$ cat src/rtl/echo_portal_pkg.sv
// Shared definitions for the Echo request portal: header field positions, method ids, FSM states.
package echo_portal_pkg;

    localparam logic [15:0] METHOD_SAY    = 16'd0;
    localparam logic [15:0] SAY_SIZE_BITS = 16'd32;

    localparam int HDR_METHOD_MSB = 31;
    localparam int HDR_METHOD_LSB = 16;
    localparam int HDR_LEN_MSB    = 15;
    localparam int HDR_LEN_LSB    = 0;

    typedef enum logic [1:0] {
        IDLE,
        PAYLOAD,
        DRAIN
    } state_e;

endpackage

$ cat src/rtl/echo_req_fifo.sv
// Small synchronous FIFO with a combinational head; shared by the request and indication portals.
module echo_req_fifo #(
    parameter int DEPTH = 2,
    parameter int W     = 32
) (
    input  logic         clk,
    input  logic         rst,
    input  logic         enq,
    input  logic [W-1:0] enq_data,
    input  logic         deq,
    output logic         full,
    output logic         empty,
    output logic [W-1:0] head
);

    localparam int PTR_W = (DEPTH > 1) ? $clog2(DEPTH) : 1;
    localparam int CNT_W = $clog2(DEPTH) + 1;

    logic [W-1:0]     mem [DEPTH];
    logic [PTR_W-1:0] wr_ptr;
    logic [PTR_W-1:0] rd_ptr;
    logic [CNT_W-1:0] count;
    logic             do_enq;
    logic             do_deq;

    assign full   = (count == CNT_W'(DEPTH));
    assign empty  = (count == '0);
    assign do_enq = enq && !full;
    assign do_deq = deq && !empty;
    assign head   = empty ? '0 : mem[rd_ptr];

    // NOTE: sequential state uses non-blocking assignments so every register samples pre-edge values.
    always_ff @(posedge clk) begin
        if (rst) begin
            wr_ptr <= '0;
            rd_ptr <= '0;
            count  <= '0;
        end else begin
            if (do_enq) wr_ptr <= wr_ptr + PTR_W'(1);
            if (do_deq) rd_ptr <= rd_ptr + PTR_W'(1);
            case ({do_enq, do_deq})
                2'b10:   count <= count + CNT_W'(1);
                2'b01:   count <= count - CNT_W'(1);
                default: count <= count;
            endcase
        end
    end

    // NOTE: the data array has no reset; count alone decides which entries are valid.
    always_ff @(posedge clk) begin
        if (do_enq) mem[wr_ptr] <= enq_data;
    end

endmodule

$ cat src/rtl/echo_request_input.sv
// Request-portal stage for Echo: decodes framed host words, buffers say arguments and drives Echo.say.
module echo_request_input
    import echo_portal_pkg::*;
#(
    parameter int          FIFO_DEPTH = 2,
    parameter logic [15:0] SAY_METHOD = METHOD_SAY,
    parameter int          ERR_W      = 16
) (
    input  logic             CLK,
    input  logic             RST,
    input  logic [31:0]      requests_0_enq_v,
    input  logic             EN_requests_0_enq,
    output logic             RDY_requests_0_enq,
    output logic [31:0]      request_say_v,
    output logic             EN_request_say,
    input  logic             RDY_request_say,
    input  logic [15:0]      messageSize_size_methodNumber,
    output logic [15:0]      messageSize_size,
    output logic             RDY_messageSize_size,
    output logic [ERR_W-1:0] err_count
);

    state_e      state;
    logic [15:0] rem;
    logic        fifo_full;
    logic        fifo_empty;
    logic        accept;
    logic        push;
    logic [15:0] hdr_method;
    logic [15:0] hdr_len;

    assign hdr_method = requests_0_enq_v[HDR_METHOD_MSB:HDR_METHOD_LSB];
    assign hdr_len    = requests_0_enq_v[HDR_LEN_MSB:HDR_LEN_LSB];

    assign RDY_requests_0_enq = !RST && ((state != PAYLOAD) || !fifo_full);
    assign accept             = EN_requests_0_enq && RDY_requests_0_enq;
    assign push               = accept && (state == PAYLOAD);
    assign EN_request_say     = !fifo_empty && RDY_request_say;

    assign messageSize_size     = (messageSize_size_methodNumber == SAY_METHOD) ? SAY_SIZE_BITS : 16'd0;
    assign RDY_messageSize_size = 1'b1;

    echo_req_fifo #(
        .DEPTH (FIFO_DEPTH),
        .W     (32)
    ) u_fifo (
        .clk      (CLK),
        .rst      (RST),
        .enq      (push),
        .enq_data (requests_0_enq_v),
        .deq      (EN_request_say),
        .full     (fifo_full),
        .empty    (fifo_empty),
        .head     (request_say_v)
    );

    always_ff @(posedge CLK) begin
        if (RST) begin
            state     <= IDLE;
            rem       <= '0;
            err_count <= '0;
        end else if (accept) begin
            case (state)
                IDLE: begin
                    if (hdr_method == SAY_METHOD && hdr_len == 16'd2) begin
                        state <= PAYLOAD;
                    end else begin
                        if (err_count != '1) err_count <= err_count + ERR_W'(1);
                        // Header-only frames carry nothing to discard.
                        if (hdr_len > 16'd1) begin
                            rem   <= hdr_len - 16'd1;
                            state <= DRAIN;
                        end
                    end
                end
                PAYLOAD: state <= IDLE;
                DRAIN: begin
                    rem <= rem - 16'd1;
                    if (rem == 16'd1) state <= IDLE;
                end
                default: state <= IDLE;
            endcase
        end
    end

    a_enq_only_when_ready : assert property (@(posedge CLK) disable iff (RST)
        EN_requests_0_enq |-> RDY_requests_0_enq);

endmodule

$ cat config.mk
export PLATFORM = sky130hd
export DESIGN_NAME = echo_request_input
export DESIGN_NICKNAME = d
export VERILOG_FILES = /design/src/rtl/echo_portal_pkg.sv /design/src/rtl/echo_req_fifo.sv /design/src/rtl/echo_request_input.sv
export SDC_FILE = /design/constraint.sdc
export NUM_CORES = 1
export LEC_CHECK = 0
export ABC_AREA = 1
export BUFFER_PORTS_ARGS = -buffer_cell sky130_fd_sc_hd__buf_2
export CAP_MARGIN = 20
export CELL_PAD_IN_SITES_DETAIL_PLACEMENT = 0
export CELL_PAD_IN_SITES_GLOBAL_PLACEMENT = 1
export CORE_MARGIN = 3
export CORE_UTILIZATION = 34
export CTS_BUF_LIST = sky130_fd_sc_hd__clkbuf_4 sky130_fd_sc_hd__clkbuf_8 sky130_fd_sc_hd__clkbuf_16
export CTS_CLUSTER_SIZE = 16
export DETAILED_ROUTE_END_ITERATION = 8
export PLACE_DENSITY = 0.74
export RECOVER_POWER = 50
export SLEW_MARGIN = 20
export SYNTH_ARGS = -nofsm -noshare
export SYNTH_HDL_FRONTEND = slang
export SYNTH_HIERARCHICAL = 1
export SYNTH_SLANG_ARGS = --single-unit
$ cat constraint.sdc
create_clock -name CLK -period 3.2 [get_ports CLK]
set_input_delay 0.48 -clock CLK [delete_from_list [all_inputs] [get_ports CLK]]
set_output_delay 0.48 -clock CLK [all_outputs]
set_load 0.02 [all_outputs]
==> impl_metrics.csv <==
group,metric,value,unit
synthesis,syn_area_per_cell,7.83,um^2
routing,drt_iter0_markers,366,
die,die_h,137,um
routing,drcViolationCount,0,
clock_tree,ctsHoldBuffers,0,
clock_tree,cts_buffer_depth,2,
clock_tree,cts_resized,0,
clock_tree,clk_pin_slew,0.08,ns
sta,skew,0.0137,ns
clock_tree,clk_latency,0.35,ns
cells_and_area,final_area,6640,um^2
sta,worst_pin_slew,0.824,ns
sta,setup_viol,0,
synthesis,syn-instance-count,740,
routing,drt-pass1-iter-count,5,
worst_hold_path,hold_path_class,"in -> reg",
sta,tns,0,ns
sta,fmax,417,MHz
synthesis,ys_ff_latch,103,
die,io_pins,119,
routing,met2WireLength,6260,um
die,num_rows,47,
sta,rsz0062_at_grt,"no",
global_routing,gr-total-overflow,0,
cells_and_area,area_growth,14.6,%
synthesis,synth_top_cell_area_share,33.2,%
clock_tree,htreeDepth,3,
clock_tree,cts_setup_buffers,0,
worst_setup_path,arrival,2.38,ns
routing,highest_layer,"met4",
routing,vias_per_cell,4.52,
global_routing,grt_pass1_wl,22300,um
power_and_ir_drop,ir_drop,0.000249,V
sta,max_slew_margin,45.0,%
global_routing,grt_pass1_vias,4367,
routing,drt-met1-wl,6770,um
synthesis,netlist_area,5790,um^2
die,die_x,137,um
worst_setup_path,crit_type,"reg -> reg",
routing,antenna_left,0,
clock_tree,clock_sinks,103,
status,outcome,"completed",
power_and_ir_drop,power,0.00298,W
global_routing,antenna_found_initial,0,
synthesis,synthFlopType,"edfxtp_1",
die,die_area,18600,um^2
global_routing,grt_start_max_net_pins,35,
synthesis,synth_edf_count,64,
synthesis,synth-async-reset-ratio,0,%
worst_setup_path,crit_fanout,32,
synthesis,yosys.area.top_type,"edfxtp_1",
global_routing,track_usage,15.2,%
sta,final_max_slew_viol_count,0,
run,drv_cap,0,
synthesis,yosys_warnings,6,
sta,period_share,75.0,%
power_and_ir_drop,p_per_area,449,nW/um^2
worst_setup_path,required,3.18,ns
synthesis,synth_seq_area_share,46.7,%
sta,whs,0.372,ns
cells_and_area,drive_gt1_share,12.6,%
power_and_ir_drop,p_leak,2.74,nW
worst_hold_path,min_path_cells,1,
clock_tree,cts-root-buf,"clkbuf_16",
place,globalplace.congestion,0.811,
cells_and_area,n_antenna_cell,0,
place,dp_hpwl,10200,um
synthesis,ys_types,38,
synthesis,ys_top_cells_by_area,"edfxtp_1 (33%), dfxtp_1 (13%), nand2_1 (13%)",
routing,dr_wl_met3,706,um
sta,fin_crit,2.40,ns
routing,wirelength,14000,um
die,start_util,34.8,%
place,port-buffer-count,102,
worst_setup_path,cp-end-kind,"flop",
place,place_area,6450,um^2
routing,via_count,4804,
cells_and_area,nets,897,
worst_setup_path,crit_path_start_kind,"flop",
die,coreArea,16600,um^2
routing,wl_per_cell,13.1,um
sta,hold_viol,0,
clock_tree,cts_buffers,9,
clock_tree,cts_tree,"yes",
worst_setup_path,worst_r2r_path_depth,11,
[flip-flops by register name (all words and copies together), names as in the netlist, named ones only]
register / count
err_count: 16
rem: 16
state: 2
u_fifo/count: 2
u_fifo/mem: 64
u_fifo/rd_ptr: 1
u_fifo/wr_ptr: 1
[worst paths after layout]
path                                startpoint                     endpoint  slack (ns)
setup / recovery  u_fifo/count[0]$_SDFFE_PP0P_  u_fifo/mem[0][14]$_DFFE_PP_        0.80
setup reg to reg  u_fifo/count[0]$_SDFFE_PP0P_  u_fifo/mem[0][14]$_DFFE_PP_        0.80
hold reg to reg           rem[15]$_SDFFE_PP0P_         rem[15]$_SDFFE_PP0P_        0.49
hold / removal            requests_0_enq_v[30]  u_fifo/mem[0][30]$_DFFE_PP_        0.37
[logic make-up (layout without fill, tap and decap cells)]
logic type / Yosys count / after routing / synth area share, %
other cells: 2 / 16 / 0.130
buf+inv: 116 / 205 / 9.78
flops: 103 / 103 / 46.7
fa+ha+maj: 7 / 7 / 1.51
xor+xnor: 18 / 18 / 2.72
mux: 1 / 1 / 0.173
compound gates: 92 / 92 / 8.53
simple gates: 401 / 401 / 30.5
[worst max-delay path, stage by stage (launching register included)]
cell,delay [ns]
dfxtp_1,0.41
nor2_1,0.10
nand3_1,0.12
nand3_1,0.09
inv_1,0.16
nand3_1,0.09
inv_1,0.06
inv_1,0.03
nor2_1,0.19
inv_2,0.07
nor2_2,0.07
clkbuf_2,0.63
[synth_stat cells, drive strengths merged (4+ instances only)]
library cell and n:
nand2 217, nor4 4, inv 77, nand4 11
o21ai 21, nand3 55, xor2 11, buf 35
edfxtp 64, ha 7, nor3 4, dfxtp 39
xnor2 7, a21oi 68, nor2 108
[metrics by stage]
stage / setup WS (ns) / instances / util, %
after floorplan: 0.152 / 754 / -
after global placement: 0.894 / 1047 / 38.8
after detailed placement: 0.879 / 1047 / 38.8
after CTS: 0.794 / 1063 / 40.7
after global routing: 0.535 / 1063 / 39.9
final: 0.801 / 1063 / 39.9
[final cells by class]
cell class	instances	area, um^2
inverters	78	293
flip-flops and latches	103	2700
multi-input cells	535	2520
repair buffers	111	520
well taps	220	275
clock buffers	9	225
clock inverters	7	96.3
fillers	1733	10000
[where the power goes]
part / switching [W] / leakage, nW / total (W) / internal (W)
logic: 0.000256 / 1.69 / 0.000367 / 0.000111
clock network: 0.000531 / 0.158 / 0.00116 / 0.000630
registers: 0.0000212 / 0.893 / 0.00145 / 0.00143
[cells in the final DEF (no fill, tap or decap), types with 3 or more instances in the layout]
master / count
a21oi_2: 3
buf_4: 6
inv_2: 3
xnor2_1: 7
ha_1: 7
clkbuf_1: 52
buf_2: 51
o21ai_0: 20
xor2_1: 11
nand3_1: 55
clkbuf_16: 9
inv_1: 74
dfxtp_1: 39
nor4_1: 4
nand4_1: 11
nand2_1: 207
edfxtp_1: 64
conb_1: 16
nor3_1: 3
nor2_1: 94
nor2_2: 10
nand2_2: 9
a21oi_1: 65
[per-layer routing]
metal	global-route usage [%]	vias up
li1	-	2558
met2	23.8	113
met5	0	-
met1	21.0	2117
met3	3.20	16
met4	4.82	0
Power figures use the tool's default switching activity.
